<file path="config.mk">
export PLATFORM = sky130hd
export DESIGN_NAME = n64_vinfo_ext_v2
export DESIGN_NICKNAME = d
export VERILOG_FILES = /design/src/rtl/n64_vinfo_ext_v2_pkg.sv /design/src/rtl/n64_sync_timeout.sv /design/src/rtl/n64_vinfo_ext_v2.sv
export SDC_FILE = /design/constraint.sdc
export NUM_CORES = 1
export LEC_CHECK = 0
export BUFFER_PORTS_ARGS = -buffer_cell sky130_fd_sc_hd__buf_2
export CAP_MARGIN = 20
export CORE_ASPECT_RATIO = 0.75
export CORE_MARGIN = 2
export CORE_UTILIZATION = 60
export DETAILED_ROUTE_END_ITERATION = 8
export GPL_TIMING_DRIVEN = 0
export PLACE_DENSITY = 0.8
export SYNTH_ARGS = -nofsm -noshare
export SYNTH_HDL_FRONTEND = slang
export SYNTH_SLANG_ARGS = --single-unit
export TNS_END_PERCENT = 100
</file>
<file path="constraint.sdc">
create_clock -name VCLK -period 3.4 [get_ports VCLK]
set_input_delay 0.68 -clock VCLK [delete_from_list [all_inputs] [get_ports VCLK]]
set_output_delay 0.68 -clock VCLK [all_outputs]
set_load 0.05 [all_outputs]
</file>
<file path="src/rtl/n64_vinfo_ext_v2_pkg.sv">
// Shared constants and types for the N64 video-info extractor.
// Holds vinfo/sync bit positions, line thresholds and the mode bundle.
package n64_vinfo_ext_v2_pkg;

  localparam int VINFO_VDATA = 3;
  localparam int VINFO_PAL   = 1;
  localparam int VINFO_480I  = 0;

  localparam int SYNC_V = 3;
  localparam int SYNC_H = 1;
  localparam int SYNC_C = 0;

  localparam int DEF_PAL_LINES = 288;
  localparam int DEF_MIN_LINES = 200;

  typedef struct packed {
    logic pal;
    logic i480;
  } mode_t;

  localparam mode_t MODE_RST = '{pal: 1'b0, i480: 1'b1};

endpackage

</file>
<file path="src/rtl/n64_sync_timeout.sv">
// Saturating sync-watchdog counter with timeout flag.
// Timeout is either the MSB or the all-ones value, chosen by MSB_TO.
module n64_sync_timeout #(
  parameter int   W      = 8,
  parameter logic MSB_TO = 1'b0
) (
  input  logic VCLK,
  input  logic nRST,
  input  logic clr,
  input  logic inc,
  output logic to
);

  logic [W-1:0] cnt;

  always_ff @(posedge VCLK or negedge nRST) begin
    if (!nRST) begin
      cnt <= '0;
    end else if (clr) begin
      cnt <= '0;
    end else if (inc && cnt != '1) begin
      cnt <= cnt + 1'b1;
    end
  end

  assign to = MSB_TO ? cnt[W-1] : &cnt;

endmodule

</file>
<file path="src/rtl/n64_vinfo_ext_v2.sv">
// N64 video-info extractor: vdata presence, PAL/NTSC and 240p/480i.
// Optional mode debounce selected by VINFO_MODE_DEBOUNCE_EN.
module n64_vinfo_ext_v2
  import n64_vinfo_ext_v2_pkg::*;
#(
  parameter int DS_TO_W     = 3,
  parameter int V_TO_W      = 9,
  parameter int H_TO_W      = 10,
  parameter int C_TO_W      = 11,
  parameter int LCNT_W      = 10,
  parameter int PAL_LINES   = DEF_PAL_LINES,
  parameter int MIN_LINES   = DEF_MIN_LINES,
  parameter int STABLE_FLDS = 3
) (
  input  logic              VCLK,
  input  logic              nRST,
  input  logic              nVDSYNC,
  input  logic [3:0]        Sync_pre,
  input  logic [3:0]        Sync_cur,
  output logic [3:0]        vinfo_o,
  output logic [LCNT_W-1:0] lines_o,
  output logic              mode_chg_o
);

  localparam logic [LCNT_W-1:0] PAL_L = LCNT_W'(PAL_LINES);
  localparam logic [LCNT_W-1:0] MIN_L = LCNT_W'(MIN_LINES);

  logic smp, neg_v, neg_h, neg_c;
  logic to_ds, to_v, to_h, to_c;
  logic [3:0] flags;
  logic vdata, loss;
  logic [LCNT_W-1:0] lcnt;
  logic field_id, runt, eval, reach, commit, locked;
  mode_t cand, mode;
  logic unused_sync;

  assign smp   = ~nVDSYNC;
  assign neg_v = smp & Sync_pre[SYNC_V] & ~Sync_cur[SYNC_V];
  assign neg_h = smp & Sync_pre[SYNC_H] & ~Sync_cur[SYNC_H];
  assign neg_c = smp & Sync_pre[SYNC_C] & ~Sync_cur[SYNC_C];
  assign unused_sync = Sync_pre[2] ^ Sync_cur[2];

  n64_sync_timeout #(.W(DS_TO_W), .MSB_TO(1'b1)) u_ds (
    .VCLK(VCLK), .nRST(nRST),
    .clr(smp), .inc(nVDSYNC), .to(to_ds)
  );

  n64_sync_timeout #(.W(V_TO_W)) u_v (
    .VCLK(VCLK), .nRST(nRST),
    .clr(neg_v), .inc(neg_h), .to(to_v)
  );

  n64_sync_timeout #(.W(H_TO_W)) u_h (
    .VCLK(VCLK), .nRST(nRST),
    .clr(neg_h), .inc(smp), .to(to_h)
  );

  n64_sync_timeout #(.W(C_TO_W)) u_c (
    .VCLK(VCLK), .nRST(nRST),
    .clr(neg_c), .inc(smp), .to(to_c)
  );

  always_ff @(posedge VCLK or negedge nRST) begin
    if (!nRST) begin
      flags <= '0;
      vdata <= 1'b0;
    end else begin
      flags <= ~{to_ds, to_v, to_h, to_c};
      vdata <= &flags;
    end
  end

  assign loss = vdata & ~(&flags);

  always_ff @(posedge VCLK or negedge nRST) begin
    if (!nRST) begin
      lcnt <= '0;
    end else if (neg_v) begin
      lcnt <= '0;
    end else if (neg_h && lcnt != '1) begin
      lcnt <= lcnt + 1'b1;
    end
  end

  assign runt      = lcnt < MIN_L;
  assign eval      = neg_v & ~runt;
  assign cand.pal  = lcnt > PAL_L;
  assign cand.i480 = field_id ^ neg_h;

`ifdef VINFO_MODE_DEBOUNCE_EN
  localparam int SW = $clog2(STABLE_FLDS + 1);
  localparam logic [SW-1:0] STAB_L = SW'(STABLE_FLDS);

  logic [SW-1:0] stab, stab_nxt;
  mode_t prev;

  // stab == 0 means no previous candidate to agree with
  always_comb begin
    stab_nxt = SW'(1);
    if (stab != '0 && cand == prev) begin
      stab_nxt = (stab == STAB_L) ? stab : stab + 1'b1;
    end
  end

  assign reach = (stab_nxt == STAB_L);

  always_ff @(posedge VCLK or negedge nRST) begin
    if (!nRST) begin
      stab <= '0;
      prev <= '0;
    end else if (loss || (neg_v && runt)) begin
      stab <= '0;
    end else if (eval) begin
      stab <= stab_nxt;
      prev <= cand;
    end
  end
`else
  localparam int unused_stab = STABLE_FLDS;
  assign reach = 1'b1;
`endif

  assign commit = eval & reach & (cand != mode);

  // The first mode acquired after reset is not reported as a change
  always_ff @(posedge VCLK or negedge nRST) begin
    if (!nRST) begin
      field_id   <= 1'b0;
      lines_o    <= '0;
      mode       <= MODE_RST;
      locked     <= 1'b0;
      mode_chg_o <= 1'b0;
    end else begin
      if (eval) begin
        field_id <= neg_h;
        lines_o  <= lcnt;
      end
      if (eval && reach) locked <= 1'b1;
      if (commit) mode <= cand;
      mode_chg_o <= commit & locked;
    end
  end

  always_comb begin
    vinfo_o              = '0;
    vinfo_o[VINFO_VDATA] = vdata;
    vinfo_o[VINFO_PAL]   = mode.pal;
    vinfo_o[VINFO_480I]  = mode.i480;
  end

endmodule
</file>
==> results of run 1 <==
==> cells by family after synthesis <==
kind of cell	synth area share, %
mux	4.50
flops	50.3
fa+ha+maj	2.79
compound gates	15.1
buf+inv	3.35
other cells	0.119
xor+xnor	1.95
simple gates	21.9
==> synthesized netlist by cell type, drive strengths merged, types with 2 or more instances <==
| library cell | instances |
|---|---|
| xor2 | 4 |
| nor3 | 7 |
| nand3 | 15 |
| o211ai | 4 |
| a22o | 2 |
| nand2 | 24 |
| nor2 | 25 |
| a31oi | 7 |
| clkbuf | 7 |
| mux2 | 9 |
| and3 | 7 |
| dfrtp | 62 |
| or4b | 2 |
| buf | 4 |
| nor2b | 5 |
| ha | 7 |
| nand4 | 10 |
| xnor2 | 3 |
| or3b | 3 |
| nor4 | 2 |
| and4 | 2 |
| o31ai | 10 |
| or3 | 6 |
| a21oi | 20 |
| a211oi | 2 |
| mux2i | 4 |
| nand2b | 2 |
| a41o | 2 |
| or4 | 8 |
| or2 | 2 |
| o21ai | 19 |
| inv | 12 |
==> routing by layer <==
layer  global-route usage, %  routed length, microns  part of all wire [%]  vias to the layer above
li1                        -                       -                     -                     1234
met1                    36.7                    3280                    48                     1288
met2                    40.0                    3200                    47                       68
met3                    6.57                     292                   4.3                       10
met4                    7.31                      85                   1.2                        0
met5                       0                       0                     0                        -
==> through the flow <==
step	std cells	area (sq um)	util (%)	hold WS [ns]	power [W]
after floorplan	315	3140	-	0.384	0.00101
after global placement	397	3320	67.1	0.431	0.00107
after detailed placement	398	3340	67.5	0.438	0.00108
after CTS	414	3550	71.7	0.394	0.00176
after global routing	414	3550	71.7	0.435	0.00184
final	414	3550	71.7	0.397	0.00175
==> how the worst min path moves through the flow <==
stage / start / to / slack, ns / cells after the start
finish: nRST / lines_o[5] / 0.40 / 1
global route: nRST / lines_o[5] / 0.44 / 1
CTS: nRST / lines_o[5] / 0.39 / 1
detailed placement: u_ds.cnt[2] / flags[3] / 0.44 / 1
global placement: u_ds.cnt[2] / flags[3] / 0.43 / 1
floorplan: nRST / field_id / 0.38 / 0
==> power breakdown <==
part / internal (W) / switching, W
Clock: 0.000397 / 0.000282
Sequential: 0.000808 / 0.0000695
Combinational: 0.0000758 / 0.000120
==> worst max-delay path: cells and delay by family (launching register included) <==
family	cells	cell delay, ns
AND/OR/NAND/NOR	5	1.33
flip-flops	1	0.44
AO/OA/AOI/OAI	2	0.39
adder cells (fa/ha/maj)	1	0.20
buffers and inverters	1	0.15
==> area by class of cell <==
cell class	count	share of cell area (%)
Multi-Input combinational cell	228	41.0
Timing Repair Buffer	23	3.66
Buffer	11	1.58
Clock buffer	13	4.75
Tap cell	60	2.11
Clock inverter	3	1.13
Inverter	13	1.37
Sequential cell	63	44.4
==> state kept, by name, indices dropped and copies added (netlist names) <==
signal      cells
flags           4
vdata           1
u_ds.cnt        3
field_id        1
u_c.cnt        11
mode_chg_o      1
u_v.cnt         9
vinfo_o         2
lines_o        10
u_h.cnt        10
locked          1
lcnt           10
==> out/results.env, run 1 <==
HOLD_VIOLATIONS=0
SYNTHARSTFLOPSHARE_PCT=100
FINAL_NET_COUNT=367
GRT_START_MAX_NET_PINS=35
RR_WORST_DEPTH=9
SETUP-VIOLATIONS-FINAL=0
WORST_SETUP_PATH_START_KIND='register'
DIE_AREA_SQ_UM=5830
SYNTH.DISTINCT_CELLS=54
SYN_INST=315
WORSTPATHMAXFANOUT=10
N_FILL_CELL=354
GRT_OVERFLOW_TOTAL=0
DRTPASS1ITERATIONS=4
SYNTH.TOP_CELLS.BY_AREA='dfrtp_1 (49%), mux2_2 (3.2%), a21oi_1 (3.0%)'
SYNTH_NETS=333
R2R_END='u_v.cnt[7]'
CRIT_END='u_v.cnt[7]'
INITIAL_ANTENNA_VIOLATION_COUNT=0
FINAL_COMMON_CELL='dfrtp_1'
POWER.STATIC_LEAKAGE_nW=1.60
RUN_STATUS='completed'
CAP_VIOL_MAX_COUNT=0
TIMING.SETUP.CRITICAL_PATH_CLASS='reg2reg'
POWER_PER_CELL_AREA_nW_PER_UM2=493
REG2REG_SLACK_NS=0.82
INITIAL_UTILIZATION_PCT=63.4
POST_SYNTHESIS_CELL_AREA_SQ_UM=3140
SYNTH-MAIN-FF-CELL='dfrtp_1'
NUMCTSBUFFERS=9
VDD_IR_DROP_MAX_uV=239
DRT-VIAS-PER-INSTANCE=6.28
DIE_HEIGHT_MICRONS=66.6
WORST_PATH_SLOWEST_CELL='or4_1'
STD_CELL_ROWS=22
MAXCLOCKFREQUENCY_MHz=387
SYNTHESIZED_AREA_DIVIDED_BY_SYNTHESIZED_CELL_COUNT_SQ_UM=9.97
FFS_LATCHES_SYNTH=63
WORSTHOLDPATHTYPE='in2async'
TIGHTEST_SLEW_NS=0.986
CTS.REPAIR.RESIZED=0
AREA_GROWTH_PCT=13.2
DRC_ERRORS=0
TIMING_MAX_TRANSITION_VIOLATIONS_FINAL=0
MIN_PERIOD_OVER_PERIOD_PCT=76.0
GP_CONGESTION=0.852
MAXIMUM_LEVEL_OF_THE_CTS_H_TREE=3
CELLS_ALONG_THE_CRITICAL_PATH='nand4_1 -> or2_0 -> nor2_1 -> ha_1 -> or3b_1 -> a21o_1 -> buf_6 -> or4_1 -> a21oi_1'
DRIVE_ABOVE_1_SHARE_PCT=16.1
FINAL_CRITICAL_PATH_SETUP_SLACK_NS=0.817
WORST_SETUP_PATH_STARTPOINT='u_v.cnt[2]'
CRITICAL_PATH.ENDPOINT_TYPE='register'
GRT_SETUP_UNREPAIRED='false'
INITIAL_DETAILED_ROUTING_VIOLATION_COUNT=229
TIMING.SLEW.HEADROOM_PCT=33.7
GRT_PASS1_WL_MICRONS=11600
WORSTREG2REGSTART='u_v.cnt[2]'
CORE_AREA_SQ_UM=4950
DIE_X_MICRONS=87.5
CTS_NUM_SINKS=63
CLK_LATENCY_NS=0.34
CLKTRANSATPATHREGS_NS=0.07
GRT_USAGE_PCT=26.0
TRITONCTS_CLOCK_TREE='yes'
POST-ROUTE-MIN-PERIOD_NS=2.58
SYNTH_SEQ_AREA_SHARE_PCT=50.3
AREA.SEQUENTIAL_SQ_UM=1580
CTSHOLDBUFFERS=0
DRTANTENNAVIOLNETS=0
SYNTH_TOP_AREA_CELL='dfrtp_1'
DETAILEDPLACEMENTHPWL_MICRONS=4720
VIAS=2600
IO_BUFFERS=22
SYNTH_TOP_AREA_SHARE_PCT=49.4
SETUP_TNS_NS=0
NUM_ANTENNA_CELLS=0
SYNTH_ENABLE_FLOP_CELLS=0
DRT_WL_TOTAL_MICRONS=6860
FINAL_CELL_MIX='dfrtp_1 (62), nor2_1 (25), nand2_1 (24)'
WORST_EP_ARRIVAL_TIME_NS=2.83
CLOCK_TREE.ROOT_CELL='clkbuf_8'
GRT_PASS1_VIAS=2394
NUM_IO_PINS=26
MULTI_INPUT_COMB_AREA_SQ_UM=1460
POST-CTS-SETUP-BUFFERS=0
DP_WORST_SETUP_SLACK_NS=0.879
MAX-CLOCK-PATH-BUFFERS=2
SYNTHESIS.YOSYS.WARNINGS=0
REQUIRED_TIME_WORST_ENDPOINT_NS=3.65
FINAL.SETUP_SKEW_NS=0.0113
CRITICAL_PATH.MAX_STAGE_DELAY_NS=0.47
ROUTEDWLPERCELL_MICRONS=16.6
Power figures use the tool's default switching activity.
==> run 2, diff against run 1 <==
Settings changed: ABC_AREA set to 1.
Clock period 3.4 ns to 2.4 ns, I/O delays scaled along.
==> run 2 against run 1 <==
  * Design area is 9.6% higher
  * Core utilization is 3.8 points lower
  * Non-clock buffer count stayed put
  * Hold slack worse by 0.19 ns
  * Die area is 11% higher
  * Critical path depth is 2 higher
  * Critical path type unchanged
==> out/results.env, run 2 <==
FINAL_CRITICAL_PATH_SETUP_SLACK_NS=0.330
SYNTH_ENABLE_FLOP_CELLS=0
VIAS=2999
SYNTH.TOP_CELLS.BY_AREA='dfrtp_1 (44%), nand2_1 (13%), nand3_1 (6.6%)'
DIE_AREA_SQ_UM=6490
MAX-CLOCK-PATH-BUFFERS=2
FFS_LATCHES_SYNTH=63
SYNTHTOPCELLSBYCOUNT='nand2_1 (121), dfrtp_1 (62), inv_1 (49), nand3_1 (46), nor2_1 (25)'
CTSHOLDBUFFERS=0
STD_CELL_ROWS=24
REQUIRED_TIME_WORST_ENDPOINT_NS=2.61
TIMING_MAX_TRANSITION_VIOLATIONS_FINAL=0
CAP_VIOL_MAX_COUNT=0
DRTPASS1ITERATIONS=5
GRT_PASS1_WL_MICRONS=12600
MAXCLOCKFREQUENCY_MHz=483
SETUP_TNS_NS=0
INITIAL_ANTENNA_VIOLATION_COUNT=0
POWER_PER_CELL_AREA_nW_PER_UM2=643
INITIAL_UTILIZATION_PCT=61.2
POST-ROUTE-MIN-PERIOD_NS=2.07
TIMING.SLEW.HEADROOM_PCT=47.1
CRITICAL_PATH.MAX_STAGE_DELAY_NS=0.38
REGISTERS.TOP_BY_FF_COUNT='u_c.cnt'
NUM_IO_PINS=26
SYNTH-MAIN-FF-CELL='dfrtp_1'
IO_BUFFERS=22
GRT_USAGE_PCT=24.2
TIMING.SETUP.CRITICAL_PATH_CLASS='reg2reg'
SYNTH_NETS=461
WORSTPATHBUFFERINVERTERCOUNT=2
WORST_EP_ARRIVAL_TIME_NS=2.28
POWER.STATIC_LEAKAGE_nW=1.94
DP_WORST_SETUP_SLACK_NS=0.369
RUN_STATUS='completed'
YOSYSMOSTFREQUENTCELL='nand2_1'
GRT_PASS1_VIAS=2808
ROUTEDWLPERCELL_MICRONS=12.8
INITIAL_DETAILED_ROUTING_VIOLATION_COUNT=299
VDD_IR_DROP_MAX_uV=418
RR_WORST_DEPTH=11
POST-ROUTE-CELL-AREA_SQ_UM=3890
WORST_PATH_DOMINANT_CELL_FAMILY='simple AND/OR/NAND/NOR gates'
FINAL_CELL_MIX='nand2_1 (121), dfrtp_1 (62), inv_1 (49)'
NUMCTSBUFFERS=9
WORST_SETUP_PATH_START_KIND='register'
GP_CONGESTION=0.866
CLK_LATENCY_NS=0.34
DIE_X_MICRONS=92.3
WORST_PATH_SLOWEST_CELL='dfrtp_1'
DRC_ERRORS=0
CTS_NUM_SINKS=63
DRTANTENNAVIOLNETS=0
MIN_PERIOD_OVER_PERIOD_PCT=86.2
FINALHOLDWORSTSLACK_NS=0.206
CORE_AREA_SQ_UM=5740
CTS.REPAIR.RESIZED=0
POST_SYNTHESIS_CELL_AREA_SQ_UM=3510
SYNTHESIZED_AREA_DIVIDED_BY_SYNTHESIZED_CELL_COUNT_SQ_UM=7.93
DETAILEDPLACEMENTHPWL_MICRONS=5040
NUM_ANTENNA_CELLS=0
SYNTHARSTFLOPSHARE_PCT=100
POST_DP_CELL_AREA_SQ_UM=3720
FINAL.SETUP_SKEW_NS=0.00644
FINAL_NET_COUNT=494
CLKTRANSATPATHREGS_NS=0.06
SYNTH_SEQ_AREA_SHARE_PCT=44.9
SYNTH.DISTINCT_CELLS=37
MAXIMUM_LEVEL_OF_THE_CTS_H_TREE=3
DRT-VIAS-PER-INSTANCE=5.36
WORSTHOLDPATHTYPE='in2async'
SYN_INST=443
AREA_GROWTH_PCT=10.9
SYNTHESIS.YOSYS.WARNINGS=0
DRIVE_ABOVE_1_SHARE_PCT=19.1
POST-CTS-SETUP-BUFFERS=0
GRT_SETUP_UNREPAIRED='false'
CP_NUM_CELLS=11
FINAL_COMMON_CELL='nand2_1'
GRT_OVERFLOW_TOTAL=0
FINISH.UTILIZATION_PCT=67.9
SYNTH_TOP_AREA_CELL='dfrtp_1'
CELLS_ALONG_THE_CRITICAL_PATH='ha_1 -> inv_1 -> nor3_1 -> nand4_1 -> nor2_1 -> ha_1 -> inv_1 -> nand2_2 -> nand2_2 -> a21oi_1 -> nor3_2'
SETUP-VIOLATIONS-FINAL=0
DIE_HEIGHT_MICRONS=70.3
TIGHTEST_SLEW_NS=0.793
CLOCK_TREE.ROOT_CELL='clkbuf_8'
WORSTPATHMAXFANOUT=9
DRT_WL_TOTAL_MICRONS=7140
TRITONCTS_CLOCK_TREE='yes'
LARGEST_REGISTER_FF_COUNT=11
SYNTH_TOP_AREA_SHARE_PCT=44.2
CRITICAL_PATH.ENDPOINT_TYPE='register'
GRT_START_MAX_NET_PINS=64
HOLD_VIOLATIONS=0
==> run 2: metrics by stage <==
step,total power [W],instances
5_1_grt,0.00264,559
6_report,0.00250,559
4_1_cts,0.00252,559
3_5_place_dp,0.00170,543
2_1_floorplan,0.00158,443
3_3_place_gp,0.00167,543
==> run 2: worst register-to-register path: cells and delay by family (launching register included) <==
family / cells / cell delay [ns]
buf+inv: 2 / 0.12
fa+ha+maj: 2 / 0.35
compound gates: 1 / 0.19
flops: 1 / 0.38
simple gates: 6 / 0.90
==> run 2: final timing paths <==
check                                   to         from  slack (ns)
worst max-delay path            u_v.cnt[2]   u_v.cnt[0]        0.33
worst min-delay path            u_h.cnt[1]         nRST        0.21
worst max register to register  u_v.cnt[2]   u_v.cnt[0]        0.33
worst min register to register    flags[3]  u_ds.cnt[2]        0.46
max in group asynchronous       u_c.cnt[5]         nRST        1.64
min in group VCLK                 flags[3]  u_ds.cnt[2]        0.46
==> run 2: logic make-up (layout without fill, tap and decap cells) <==
kind of cell    Yosys count  after routing  synth area share, %
simple gates            251            251                 35.3
flops                    63             63                 44.9
compound gates           46             46                 7.41
xor+xnor                  5              5                 1.25
fa+ha+maj                 7              7                 2.49
buf+inv                  70            108                 8.55
other cells               1              1                0.107
==> run 2: final cells by class <==
cell class | count | area (sq um)
fill | 473 | 1840
multi-input combinational | 310 | 1630
sequential | 63 | 1580
inverter | 58 | 221
clock buffer | 15 | 166
timing repair buffer | 22 | 113
tap | 78 | 97.6
buffer | 12 | 78.8
clock inverter | 1 | 5.00
==> run 2: metal layers <==
layer	track usage [%]	wire [microns]	vias up
met5	0	0	-
met1	34.2	3440	1410
met2	37.0	3230	71
met4	7.79	97	0
met3	5.72	370	11
li1	-	-	1507
==> run 2: where the power goes <==
| part | leakage, nW | internal, W | total [W] | switching [W] |
|---|---|---|---|---|
| registers | 0.824 | 0.00116 | 0.00128 | 0.000122 |
| clock network | 0.0877 | 0.000432 | 0.000821 | 0.000389 |
| logic | 1.02 | 0.000146 | 0.000399 | 0.000253 |
